File: src/rtl/cpu_muldiv.sv
// cpu_muldiv: iterative 32-bit unsigned multiply/divide sequencer beside the
// stage-2a ALU. Accepts one op from stage 2a, stalls 2a while a
// one-bit-per-cycle shift-add multiply or restoring divide runs, then presents
// a registered result with a one-cycle done pulse. kill_4a aborts any op.
//
// Ports:
//   clk            pipeline clock
//   rst_b          asynchronous reset, active low
//   md__start_2a   stage 2a holds a mul/div instruction
//   md__op_2a      00 MULLO, 01 MULHI, 10 DIV, 11 REM (all unsigned)
//   md__left_2a    multiplicand / dividend
//   md__right_2a   multiplier / divisor
//   kill_4a        squash everything younger than stage 4a
//   md__stall_2a   hold stage 2a (combinational)
//   md__done_3a    result valid this cycle (one-cycle pulse)
//   md__out_3a     result, held until the next completion
//   md__divzero_3a divisor was zero; valid with done, then held
//
// Configuration macro: MULDIV_DIV_EN. When undefined the divider datapath is
// omitted; DIV/REM complete in two cycles with out = 0 and divzero = 0.
module cpu_muldiv (
  input  logic        clk,
  input  logic        rst_b,
  input  logic        md__start_2a,
  input  logic [1:0]  md__op_2a,
  input  logic [31:0] md__left_2a,
  input  logic [31:0] md__right_2a,
  input  logic        kill_4a,
  output logic        md__stall_2a,
  output logic        md__done_3a,
  output logic [31:0] md__out_3a,
  output logic        md__divzero_3a
);

  typedef enum logic [1:0] {
    IDLE = 2'd0,
    RUN  = 2'd1,
    DONE = 2'd2
  } state_t;

  localparam logic [1:0] OP_MULLO = 2'd0;
  localparam logic [1:0] OP_MULHI = 2'd1;
  localparam logic [1:0] OP_DIV   = 2'd2;
  localparam logic [1:0] OP_REM   = 2'd3;

  state_t      state;
  logic [4:0]  count;
  logic        accept;

  logic [1:0]  op_p1;
  logic [31:0] mcand_p1;
  logic [63:0] prod_p1;
  logic [32:0] sum_p1;
  logic [63:0] prod_nxt;

  logic [31:0] result;
  logic        result_dz;

  assign accept       = (state == IDLE) && md__start_2a && !kill_4a;
  assign md__stall_2a = md__start_2a && !kill_4a && (state != DONE);

  // ---- stage p1: iteration datapath ----
  // Product register starts as {0, multiplier}; each step adds the multiplicand
  // into the upper half when the current LSB is set, then shifts right with
  // the carry so the 64-bit product emerges after 32 steps.
  always_comb begin
    sum_p1   = {1'b0, prod_p1[63:32]} + (prod_p1[0] ? {1'b0, mcand_p1} : 33'd0);
    prod_nxt = {sum_p1, prod_p1[31:1]};
  end

`ifdef MULDIV_DIV_EN
  logic [31:0] divisor_p1;
  logic [31:0] quo_p1;
  logic [31:0] rem_p1;
  logic [32:0] shifted;
  logic [31:0] trial;
  logic        fits;
  logic [31:0] quo_nxt;
  logic [31:0] rem_nxt;
  logic        div_zero;

  // Restoring divide: the 33-bit partial remainder is the stored remainder
  // shifted left with the next dividend bit. When it fits, the difference is
  // below the divisor so the low 32 bits of a modulo subtract are exact.
  // A zero divisor makes every step "fit", which naturally yields an all-ones
  // quotient and leaves the dividend as the remainder.
  always_comb begin
    shifted  = {rem_p1, quo_p1[31]};
    fits     = (shifted >= {1'b0, divisor_p1});
    trial    = shifted[31:0] - divisor_p1;
    rem_nxt  = fits ? trial : shifted[31:0];
    quo_nxt  = {quo_p1[30:0], fits};
    div_zero = (divisor_p1 == 32'd0);
  end
`endif

  always_comb begin
    result    = 32'd0;
    result_dz = 1'b0;
    case (op_p1)
      OP_MULLO: result = prod_nxt[31:0];
      OP_MULHI: result = prod_nxt[63:32];
`ifdef MULDIV_DIV_EN
      OP_DIV: begin
        result    = quo_nxt;
        result_dz = div_zero;
      end
      OP_REM: begin
        result    = rem_nxt;
        result_dz = div_zero;
      end
`endif
      default: begin
        result    = 32'd0;
        result_dz = 1'b0;
      end
    endcase
  end

  // Operand and iteration registers carry no reset; they are always loaded
  // on accept before being consumed.
  always_ff @(posedge clk) begin
    if (accept) begin
      op_p1    <= md__op_2a;
      mcand_p1 <= md__left_2a;
      prod_p1  <= {32'd0, md__right_2a};
`ifdef MULDIV_DIV_EN
      divisor_p1 <= md__right_2a;
      quo_p1     <= md__left_2a;
      rem_p1     <= 32'd0;
`endif
    end else if (state == RUN) begin
      prod_p1 <= prod_nxt;
`ifdef MULDIV_DIV_EN
      quo_p1  <= quo_nxt;
      rem_p1  <= rem_nxt;
`endif
    end
  end

  // ---- stage 3a: sequencer and registered outputs ----
  always_ff @(posedge clk or negedge rst_b) begin
    if (!rst_b) begin
      state          <= IDLE;
      count          <= 5'd0;
      md__done_3a    <= 1'b0;
      md__out_3a     <= 32'd0;
      md__divzero_3a <= 1'b0;
    end else begin
      md__done_3a <= 1'b0;
      if (kill_4a) begin
        state <= IDLE;
        count <= 5'd0;
      end else begin
        case (state)
          IDLE: begin
            if (md__start_2a) begin
              count <= 5'd0;
`ifdef MULDIV_DIV_EN
              state <= RUN;
`else
              if (md__op_2a[1]) begin
                state          <= DONE;
                md__done_3a    <= 1'b1;
                md__out_3a     <= 32'd0;
                md__divzero_3a <= 1'b0;
              end else begin
                state <= RUN;
              end
`endif
            end
          end
          RUN: begin
            count <= count + 5'd1;
            if (count == 5'd31) begin
              state          <= DONE;
              md__done_3a    <= 1'b1;
              md__out_3a     <= result;
              md__divzero_3a <= result_dz;
            end
          end
          DONE: begin
            state <= IDLE;
          end
          default: begin
            state <= IDLE;
          end
        endcase
      end
    end
  end

endmodule

File: config.mk
export PLATFORM = sky130hd
export DESIGN_NAME = cpu_muldiv
export DESIGN_NICKNAME = d
export VERILOG_FILES = /design/src/rtl/cpu_muldiv.sv
export SDC_FILE = /design/constraint.sdc
export NUM_CORES = 1
export LEC_CHECK = 0
export BUFFER_PORTS_ARGS = -buffer_cell sky130_fd_sc_hd__buf_4
export CAP_MARGIN = 0
export CORE_MARGIN = 2
export CORE_UTILIZATION = 52
export DETAILED_ROUTE_END_ITERATION = 8
export HOLD_SLACK_MARGIN = 0.03
export PLACE_DENSITY = 0.81
export SLEW_MARGIN = 0
export SYNTH_ARGS = -nofsm -noshare
export SYNTH_HDL_FRONTEND = slang
export SYNTH_SLANG_ARGS = --single-unit
File: constraint.sdc
create_clock -name clk -period 2.6 [get_ports clk]
set_clock_uncertainty 0.15 [all_clocks]
set_input_delay 0.52 -clock clk [delete_from_list [all_inputs] [get_ports clk]]
set_output_delay 0.52 -clock clk [all_outputs]
set_load 0.01 [all_outputs]
==> flow_summary.yaml, run 1 <==
routing:
  drt_pass1_iterations: 5
  drt-initial-drc-count: 596
  wl_per_cell_um: 21.07
  ant_nets: 0
  vias: 6561
  routed_wl_um: 23030
  avgViaCountPerCell: 6.003
  drc: 0
global_route:
  grt_max_degree: 41
  first_global_vias: 6476
  track_usage_pct: 30.37
  gr-total-overflow: 0
  antenna_found_initial: 0
  grt_pass1_wl_um: 33930
timing:
  worst_slew_pin_slew_ps: 861.2
  setup_slack_ps: -456.7
  finalCritPeriodShare_pct: 117.6
  rsz0062_at_grt: "yes"
  finalSetupViolCount: 50
  max_freq_ghz: 0.3272
  slew-limit-headroom_pct: 42.23
  finalHoldViolCount: 0
  whs_ps: 102.7
  slew_viol_final: 0
  finalSetupTns_ps: -13840
  fin_crit_ps: 3057
placement:
  dpl.cell_count: 1038
  io_buffers: 103
  dp_hpwl_um: 14570
  placed_area_sq_um: 9030
  place_congestion: 0.9190
logic_synthesis:
  synth_ff_type: "edfxtp_1"
  synthCells: 674
  synthDistinctLibCells: 66
  syn-cell-area_sq_um: 7171
  syn_area_per_cell_sq_um: 10.64
  ys_warn_count: 0
  synth-seq-cells: 138
  ys_async_sr_fraction_pct: 28.99
  syn_nets: 779
  seq_area_frac_synth_pct: 50.53
  synth-edff-count: 66
power:
  powerDensity_nw_per_um2: 738.4
  p_leak_nw: 4.589
  peakVddDrop_mv: 0.6453
critical_path:
  crit_type: "flop to flop"
  r2r-start: "prod_p1[0]"
  ff2ff_path_depth: 12
  reg2reg_setup_slack_ps: -460
  start_kind: "flop"
  end_kind: "flop"
  critPathArrivalTime_ps: 3210
  required_ps: 2760
  cp_max_fo: 5
  r2r-end: "md__out_3a[25]"
flow_run:
  maxCapViolCount: 0
finish:
  n_antenna_cell: 0
  syn_to_final_growth_pct: 49.75
  utilization_pct: 80.45
  finalNetCount: 1009
  fin_area_sq_um: 10740
  finalNonFillerCells: 1093
  final_layout_size_suffix_gt1_share_pct: 47.98
floorplan:
  ioPinCount: 105
  start_util_pct: 53.72
  core_area_sq_um: 13350
  die_x_um: 121.4
  fp.dieArea_sq_um: 14750
  rows: 42
  fp.dieH_um: 121.4
clock_network:
  numClockSinks: 138
  htreeDepth: 4
  cts-root-buf: "clkbuf_16"
  cts_tree: "built"
  ctsLongestPathBuffers: 2
  clkTransAtPathRegs_ps: 70
  clk_latency_ps: 440
  numCtsBuffers: 17
worst_hold_path:
  min_to: "mcand_p1[11]"
  hold_path_class: "input pin to flop"
  holdPathStages: 1
  holdCritStartpoint: "md__left_2a[11]"
status:
  violations: "setup timing"
  outcome: "finished, violations left"
timing repair:
item                                    4_1_cts  5_1_grt
pin swaps                                    48       62
hold endpoints to repair                     40        0
buffers inserted                             16       17
endpoints found under the setup margin       49       56
gates resized for setup                     120       71
hold buffers                                  1        0
cloned                                        0        1
worst max-delay path, stage by stage, from the launching register on:
cell and delay (ps):
edfxtp_1 410, buf_6 160, and2_4 160, ha_4 160
fa_2 380, a21oi_2 180, o211ai_1 160, a21oi_2 260
a31oi_4 160, a31o_4 260, a21o_1 210, xnor2_2 170
o21ai_1 90
per-stage QoR:
stage          setup WS (ps)  total power, mW
5_1_grt               -535.0            8.186
3_5_place_dp          -499.8            4.696
3_3_place_gp          -454.2            4.657
2_1_floorplan         -96.00            3.685
6_report              -456.7            7.929
4_1_cts               -341.0            7.617
layout by cell type (no fill, tap or decap), types with 7 or more instances in the layout:
master and n:
edfxtp_1 66, and2_4 13, nand2_1 75, ha_4 19, nor3_1 7, a21o_1 9, inv_1 14, a21oi_1 18
dfxtp_1 32, nand4_1 7, nor2_1 23, buf_6 16, ha_1 14, dfrtp_1 40, mux2i_1 13, buf_4 223
o21a_1 9, clkbuf_16 18, o21ai_1 33, mux2_2 33, o22ai_1 8, and2_1 20, a21oi_2 21, o21ai_2 10
a22o_1 14, o21ai_0 17
synthesized netlist by cell type, types with 22 or more instances:
cell type | instances | area share, %
nand2_1 | 83 | 4.3
edfxtp_1 | 66 | 28
o21ai_0 | 51 | 3.6
a21oi_1 | 43 | 3.0
dfrtp_1 | 40 | 14
ha_1 | 34 | 5.9
and2_1 | 33 | 2.9
mux2_2 | 33 | 5.2
dfxtp_1 | 32 | 8.9
nor2_1 | 27 | 1.4
clkbuf_1 | 22 | 1.2
metal layers:
layer	global-route usage, %	part of all wire (%)
met2	51.54	49
met1	36.44	39
met4	15.01	6.0
met5	0	0
met3	6.720	6.0
worst max-delay path by stage:
stage | start | end | slack, ps
after floorplan | prod_p1[0] | md__out_3a[25] | -100
after global placement | prod_p1[0] | md__out_3a[29] | -450
after detailed placement | prod_p1[0] | md__out_3a[29] | -500
after CTS | prod_p1[0] | prod_p1[52] | -340
after global routing | prod_p1[0] | md__out_3a[13] | -540
final | prod_p1[0] | md__out_3a[25] | -460
cells by family after synthesis:
family                   share of synthesized area, %
AND/OR/NAND/NOR                                 12.07
multiplexers                                    6.997
adder cells (fa/ha/maj)                         6.212
flip-flops                                      50.53
XOR/XNOR                                        3.298
AO/OA/AOI/OAI                                   17.94
other                                         0.05230
buffers and inverters                           2.896
sequential cells by signal, indices dropped and copies added, names as in the netlist:
signal / flops
md__done_3a: 1
prod_p1: 64
count: 5
state: 2
op_p1: 2
mcand_p1: 32
md__out_3a: 32
layout make-up:
| class | count | area (sq um) |
|---|---|---|
| clock buffers | 18 | 439.2 |
| clock inverters | 14 | 182.7 |
| fillers | 766 | 2610 |
| inverters | 15 | 56.30 |
| multi-input cells | 488 | 4267 |
| flip-flops and latches | 138 | 3623 |
| well taps | 176 | 220.2 |
| repair buffers | 244 | 1949 |
report_power, final:
group / internal [mW] / total [mW] / switching [mW] / leakage (nW)
combinational: 1.33 / 2.65 / 1.33 / 2.85
clock: 1.56 / 2.59 / 1.04 / 0.303
sequential: 2.51 / 2.68 / 0.169 / 1.44
Power figures use the tool's default switching activity.
==> inputs of run 2 (changes only) <==
==> config.mk (replaced) <==
export PLATFORM = sky130hd
export DESIGN_NAME = cpu_muldiv
export DESIGN_NICKNAME = d
export VERILOG_FILES = /design/src/rtl/cpu_muldiv.sv
export SDC_FILE = /design/constraint.sdc
export NUM_CORES = 1
export LEC_CHECK = 0
export CAP_MARGIN = 0
export CORE_MARGIN = 2
export CORE_UTILIZATION = 55
export DETAILED_ROUTE_END_ITERATION = 8
export DONT_BUFFER_PORTS = 1
export HOLD_SLACK_MARGIN = 0.03
export PLACE_DENSITY = 0.77
export SLEW_MARGIN = 0
export SYNTH_ARGS = -nofsm -noshare
export SYNTH_HDL_FRONTEND = slang
export SYNTH_SLANG_ARGS = --single-unit
==> flow_summary.yaml, run 2 (synthesis gave the netlist of run 1 again) <==
finish:
  finalNonFillerCells: 1014
  layout_commonest_cell: "buf_4"
  utilization_pct: 80.44
  final.fill_count: 690
  largest_reg_flops: 64
  finalNetCount: 933
  layout_common_cells: "117 x buf_4, 75 x nand2_1, 66 x edfxtp_1"
  multi_input_area_sq_um: 4228
  largest_register: "prod_p1"
  top_regs: "prod_p1 x64, mcand_p1 x32, md__out_3a x32"
  syn_to_final_growth_pct: 42.14
  final_layout_size_suffix_gt1_share_pct: 39.00
  ff_latch_area_sq_um: 3623
routing:
  avgViaCountPerCell: 6.261
  routed_wl_um: 23380
  vias: 6349
  ant_nets: 0
  wirelength_met1_um: 8583
  wl_per_cell_um: 23.06
  routed.top_layer: "met4"
  dr_wl_met3_um: 1735
  dr_wl_met2_um: 11410
  drc: 0
  drt-initial-drc-count: 534
  drt_pass1_iterations: 4
timing:
  max_freq_ghz: 0.3176
  finalHoldViolCount: 0
  rsz0062_at_grt: "yes"
  fin_crit_ps: 3149
  finalCritPeriodShare_pct: 121.1
  slew-limit-headroom_pct: 37.67
  finalSetupViolCount: 52
  slew_viol_final: 0
  finalSetupTns_ps: -14830
  worst_slew_pin_slew_ps: 929.2
  whs_ps: 150.3
  setup_slack_ps: -548.8
clock_network:
  clk_latency_ps: 440
  numClockSinks: 138
  cts-root-buf: "clkbuf_16"
  numCtsBuffers: 17
  htreeDepth: 4
  clkTransAtPathRegs_ps: 60
  cts_tree: "built"
  ctsLongestPathBuffers: 2
critical_path:
  critPathArrivalTime_ps: 3360
  cp_slowest_cell: "o21ai_0"
  cpPeakStageDelay_ps: 500
  reg2reg_setup_slack_ps: -550
  start_kind: "flop"
  ff2ff_path_depth: 12
  cp_max_fo: 8
  worstPathCellList: "buf_12 > and2_4 > ha_4 > a21oi_4 > nor3b_4 > buf_4 > o31a_1 > o21ai_2 > a21oi_2 > o21ai_0 > a31oi_4 > o21ai_1"
  required_ps: 2810
  end_kind: "flop"
  crit_type: "flop to flop"
floorplan:
  start_util_pct: 56.59
  ioPinCount: 105
  core_area_sq_um: 12670
  die_x_um: 118.2
  rows: 41
  fp.dieH_um: 118.2
  fp.dieArea_sq_um: 13970
placement:
  io_buffers: 0
  dpl.cell_count: 928
  dp_hpwl_um: 14180
  place_congestion: 0.9112
power:
  p_int_mw: 5.367
  power.switching_mw: 2.517
  p_sw_share_pct: 31.93
  peakVddDrop_mv: 0.5808
  power_frac_clock_pct: 33.2
  powerDensity_nw_per_um2: 773.5
  pwr-share-seq_pct: 34.0
  power.total_mw: 7.884
  p_comb_share_pct: 32.8
  p_leak_nw: 4.206
flow_run:
  maxCapViolCount: 0
global_route:
  gr-total-overflow: 0
  track_usage_pct: 32.01
  first_global_vias: 6567
  antenna_found_initial: 1
  grt_pass1_wl_um: 34580
  grt_max_degree: 43
worst_hold_path:
  holdPathStages: 1
  hold_path_class: "input pin to flop"
status:
  violations: "setup timing"
  outcome: "finished, violations left"
[run 2: cell count changes in the layout (fill, tap and decap cells not counted), sizes merged]
cell / previous run / this run
clkbuf: 19 / 18
clkinvlp: 1 / 3
inv: 21 / 19
dlygate4sd3: 1 / 36
buf: 242 / 132
diode: 0 / 1
[run 2: what timing repair did]
item	in CTS	in global routing
endpoints found under the hold margin	79	0
cloned	1	0
hold buffers	37	0
gates resized for setup	125	55
setup endpoints to repair	48	54
pin swaps	51	46
buffers inserted	17	9
[run 2: cell type report]
cell class / instances / area share (%)
inverter: 15 / 0.5524
clock inverter: 14 / 1.792
clock buffer: 18 / 4.419
timing repair buffer: 168 / 14.07
sequential: 138 / 35.55
antenna: 1 / 0.02455
multi-input combinational: 488 / 41.48
tap: 172 / 2.111
[run 2: power by group through the flow]
| stage | clock network (mW) | registers, mW | logic (mW) |
|---|---|---|---|
| global route | 2.71 | 2.69 | 2.72 |
| finish | 2.62 | 2.68 | 2.59 |
| CTS | 2.61 | 2.66 | 2.32 |
| floorplan | 0 | 2.64 | 1.04 |
| detailed placement | 0 | 2.69 | 1.89 |
| global placement | 0 | 2.68 | 1.84 |
[run 2: critical path, delay by kind of cell (launching register included)]
kind	cells	cell delay, ps
buffers and inverters	2	330
adder cells (fa/ha/maj)	1	220
flip-flops	1	490
AND/OR/NAND/NOR	2	220
AO/OA/AOI/OAI	7	1640
[run 2: path summary, 6_finish.rpt]
kind,from,to
worst min-delay path,md__right_2a[12],prod_p1[12]
max in group asynchronous,rst_b,md__out_3a[23]
worst max register to register,prod_p1[0],md__out_3a[24]
worst max-delay path,prod_p1[0],md__out_3a[24]
worst min register to register,prod_p1[55],prod_p1[55]
min in group asynchronous,rst_b,md__out_3a[7]
[run 2: metal layers]
| metal | GRT usage [%] | vias up |
|---|---|---|
| met5 | 0 | - |
| met4 | 21.69 | 0 |
| met3 | 8.349 | 98 |
| met2 | 52.13 | 334 |
| met1 | 37.03 | 3136 |
| li1 | - | 2781 |
[run 2: through the flow]
stage	cell area [sq um]	setup slack (ps)
floorplan	7278	-96.00
global placement	8227	-397.0
detailed placement	8227	-539.8
CTS	9911	-315.2
global route	10190	-702.1
finish	10190	-548.8
==> inputs of run 3 (changes only) <==
--- a/config.mk
+++ b/config.mk
@@ -6,12 +6,14 @@
 export NUM_CORES = 1
 export LEC_CHECK = 0
 export CAP_MARGIN = 0
+export CELL_PAD_IN_SITES_DETAIL_PLACEMENT = 1
+export CELL_PAD_IN_SITES_GLOBAL_PLACEMENT = 2
 export CORE_MARGIN = 2
-export CORE_UTILIZATION = 55
+export CORE_UTILIZATION = 37
 export DETAILED_ROUTE_END_ITERATION = 8
 export DONT_BUFFER_PORTS = 1
 export HOLD_SLACK_MARGIN = 0.03
-export PLACE_DENSITY = 0.77
+export PLACE_DENSITY = 0.79
 export SLEW_MARGIN = 0
 export SYNTH_ARGS = -nofsm -noshare
 export SYNTH_HDL_FRONTEND = slang
==> flow_summary.yaml, run 3 (synthesis gave the netlist of run 1 again) <==
critical_path:
  crit_type: "flop to flop"
  end_kind: "flop"
  ff2ff_path_depth: 13
  critPathArrivalTime_ps: 3320
  required_ps: 2760
  cp_max_fo: 7
  start_kind: "flop"
  r2r-end: "md__out_3a[21]"
  r2r-start: "prod_p1[0]"
  reg2reg_setup_slack_ps: -560
global_route:
  antenna_found_initial: 1
  track_usage_pct: 24.71
  gr-total-overflow: 0
  first_global_vias: 6974
  grt_pass1_wl_um: 37920
  grt_max_degree: 42
power:
  p_comb_share_pct: 35.8
  peakVddDrop_mv: 0.4716
  power.total_mw: 7.782
  power.switching_mw: 2.589
  powerDensity_nw_per_um2: 740.6
  power_frac_clock_pct: 29.7
  p_sw_share_pct: 33.27
  p_int_mw: 5.192
  p_leak_nw: 4.269
  pwr-share-seq_pct: 34.5
timing:
  max_freq_ghz: 0.3161
  setup_slack_ps: -563.3
  fin_crit_ps: 3163
  rsz0062_at_grt: "yes"
  slew_viol_final: 0
  finalSetupViolCount: 52
  finalHoldViolCount: 0
  slew-limit-headroom_pct: 36.05
  worst_slew_pin_slew_ps: 953.4
  finalCritPeriodShare_pct: 121.7
clock_network:
  clkTransAtPathRegs_ps: 60
  cts-root-buf: "clkbuf_16"
  clk_latency_ps: 430
  numCtsBuffers: 17
  numClockSinks: 138
  htreeDepth: 4
  ctsLongestPathBuffers: 2
  cts_tree: "built"
placement:
  dpl.cell_count: 1027
  io_buffers: 0
  dp_hpwl_um: 16560
  place_congestion: 0.9058
floorplan:
  die_x_um: 143.2
  rows: 50
  fp.dieArea_sq_um: 20510
  core_area_sq_um: 18830
  start_util_pct: 38.08
  ioPinCount: 105
  fp.dieH_um: 143.2
status:
  outcome: "finished, violations left"
  violations: "setup timing"
flow_run:
  maxCapViolCount: 0
finish:
  finalNetCount: 952
  syn_to_final_growth_pct: 46.54
  n_antenna_cell: 0
  layout_common_cells: "127 x buf_4, 72 x nand2_1, 66 x edfxtp_1"
  largest_register: "prod_p1"
  top_regs: "prod_p1 x64, mcand_p1 x32, md__out_3a x32"
  final_layout_size_suffix_gt1_share_pct: 40.93
  largest_reg_flops: 64
  layout_commonest_cell: "buf_4"
  finalNonFillerCells: 1120
routing:
  drt_pass1_iterations: 4
  vias: 6265
  ant_nets: 0
  drc: 0
  drt-initial-drc-count: 365
  routed_wl_um: 26620
  avgViaCountPerCell: 5.594
  wl_per_cell_um: 23.77
worst_hold_path:
  hold_path_class: "input pin to flop"
  holdCritStartpoint: "md__right_2a[1]"
  holdPathStages: 1
  min_to: "prod_p1[1]"
==> run 3: layout make-up <==
cell class	instances	area, sq um
clock inverter	13	121.4
tap	260	325.3
inverter	15	56.30
clock buffer	19	432.9
sequential	138	3623
multi-input combinational	488	4348
fill	1913	8323
timing repair buffer	187	1600
==> run 3: worst max-delay path, stage by stage, from the launching register on <==
cell      delay, ps
edfxtp_1        390
buf_6           170
and2_4          170
ha_4            160
fa_2            370
a21oi_4         160
o211ai_1        180
a21oi_2         320
a31oi_4         170
a31o_4          300
xor2_4          180
buf_6           120
mux2i_1         120
o21ai_1          70
==> run 3: power by group through the flow <==
stage | logic (mW) | clock network, mW | registers [mW]
6_report | 2.79 | 2.31 | 2.69
5_1_grt | 2.94 | 2.43 | 2.70
4_1_cts | 2.44 | 2.35 | 2.68
3_5_place_dp | 1.96 | 0 | 2.70
3_3_place_gp | 1.89 | 0 | 2.69
2_1_floorplan | 1.04 | 0 | 2.64
==> run 3: repair_timing <==
| item | in CTS | in global routing |
|---|---|---|
| cloned | 1 | 0 |
| setup endpoints to repair | 51 | 51 |
| gates resized for setup | 143 | 66 |
| pin swaps | 66 | 55 |
| setup buffers | 20 | 15 |
| hold buffers | 37 | 0 |
| endpoints found under the hold margin | 79 | 0 |
==> run 3: layer usage <==
metal | up-vias | GRT usage [%] | routed length, um
met3 | 93 | 6.137 | 1284
met2 | 217 | 43.97 | 13970
met1 | 3150 | 26.20 | 9669
met4 | 2 | 15.27 | 1685
met5 | - | 0 | 13
li1 | 2803 | - | -
==> run 3: stage by stage <==
stage / instance area [sq um] / util (%) / TNS [ps] / hold WS [ps] / worst slack [ps]
detailed placement: 8404 / 44.63 / -18000 / 75.54 / -638.0
global placement: 8404 / 44.63 / -13630 / 75.52 / -571.5
CTS: 10110 / 53.69 / -10250 / 143.6 / -388.5
floorplan: 7278 / - / -217.3 / 74.41 / -96.00
global route: 10510 / 55.80 / -21050 / 144.0 / -652.7
finish: 10510 / 55.80 / -16700 / 155.4 / -563.3
==> run 3: worst max path at each step <==
stage | from | end
3_3_place_gp | prod_p1[0] | md__out_3a[21]
6_report | prod_p1[0] | md__out_3a[21]
5_1_grt | prod_p1[0] | md__out_3a[21]
3_5_place_dp | prod_p1[0] | md__out_3a[21]
2_1_floorplan | prod_p1[0] | md__out_3a[25]
4_1_cts | prod_p1[0] | md__out_3a[28]
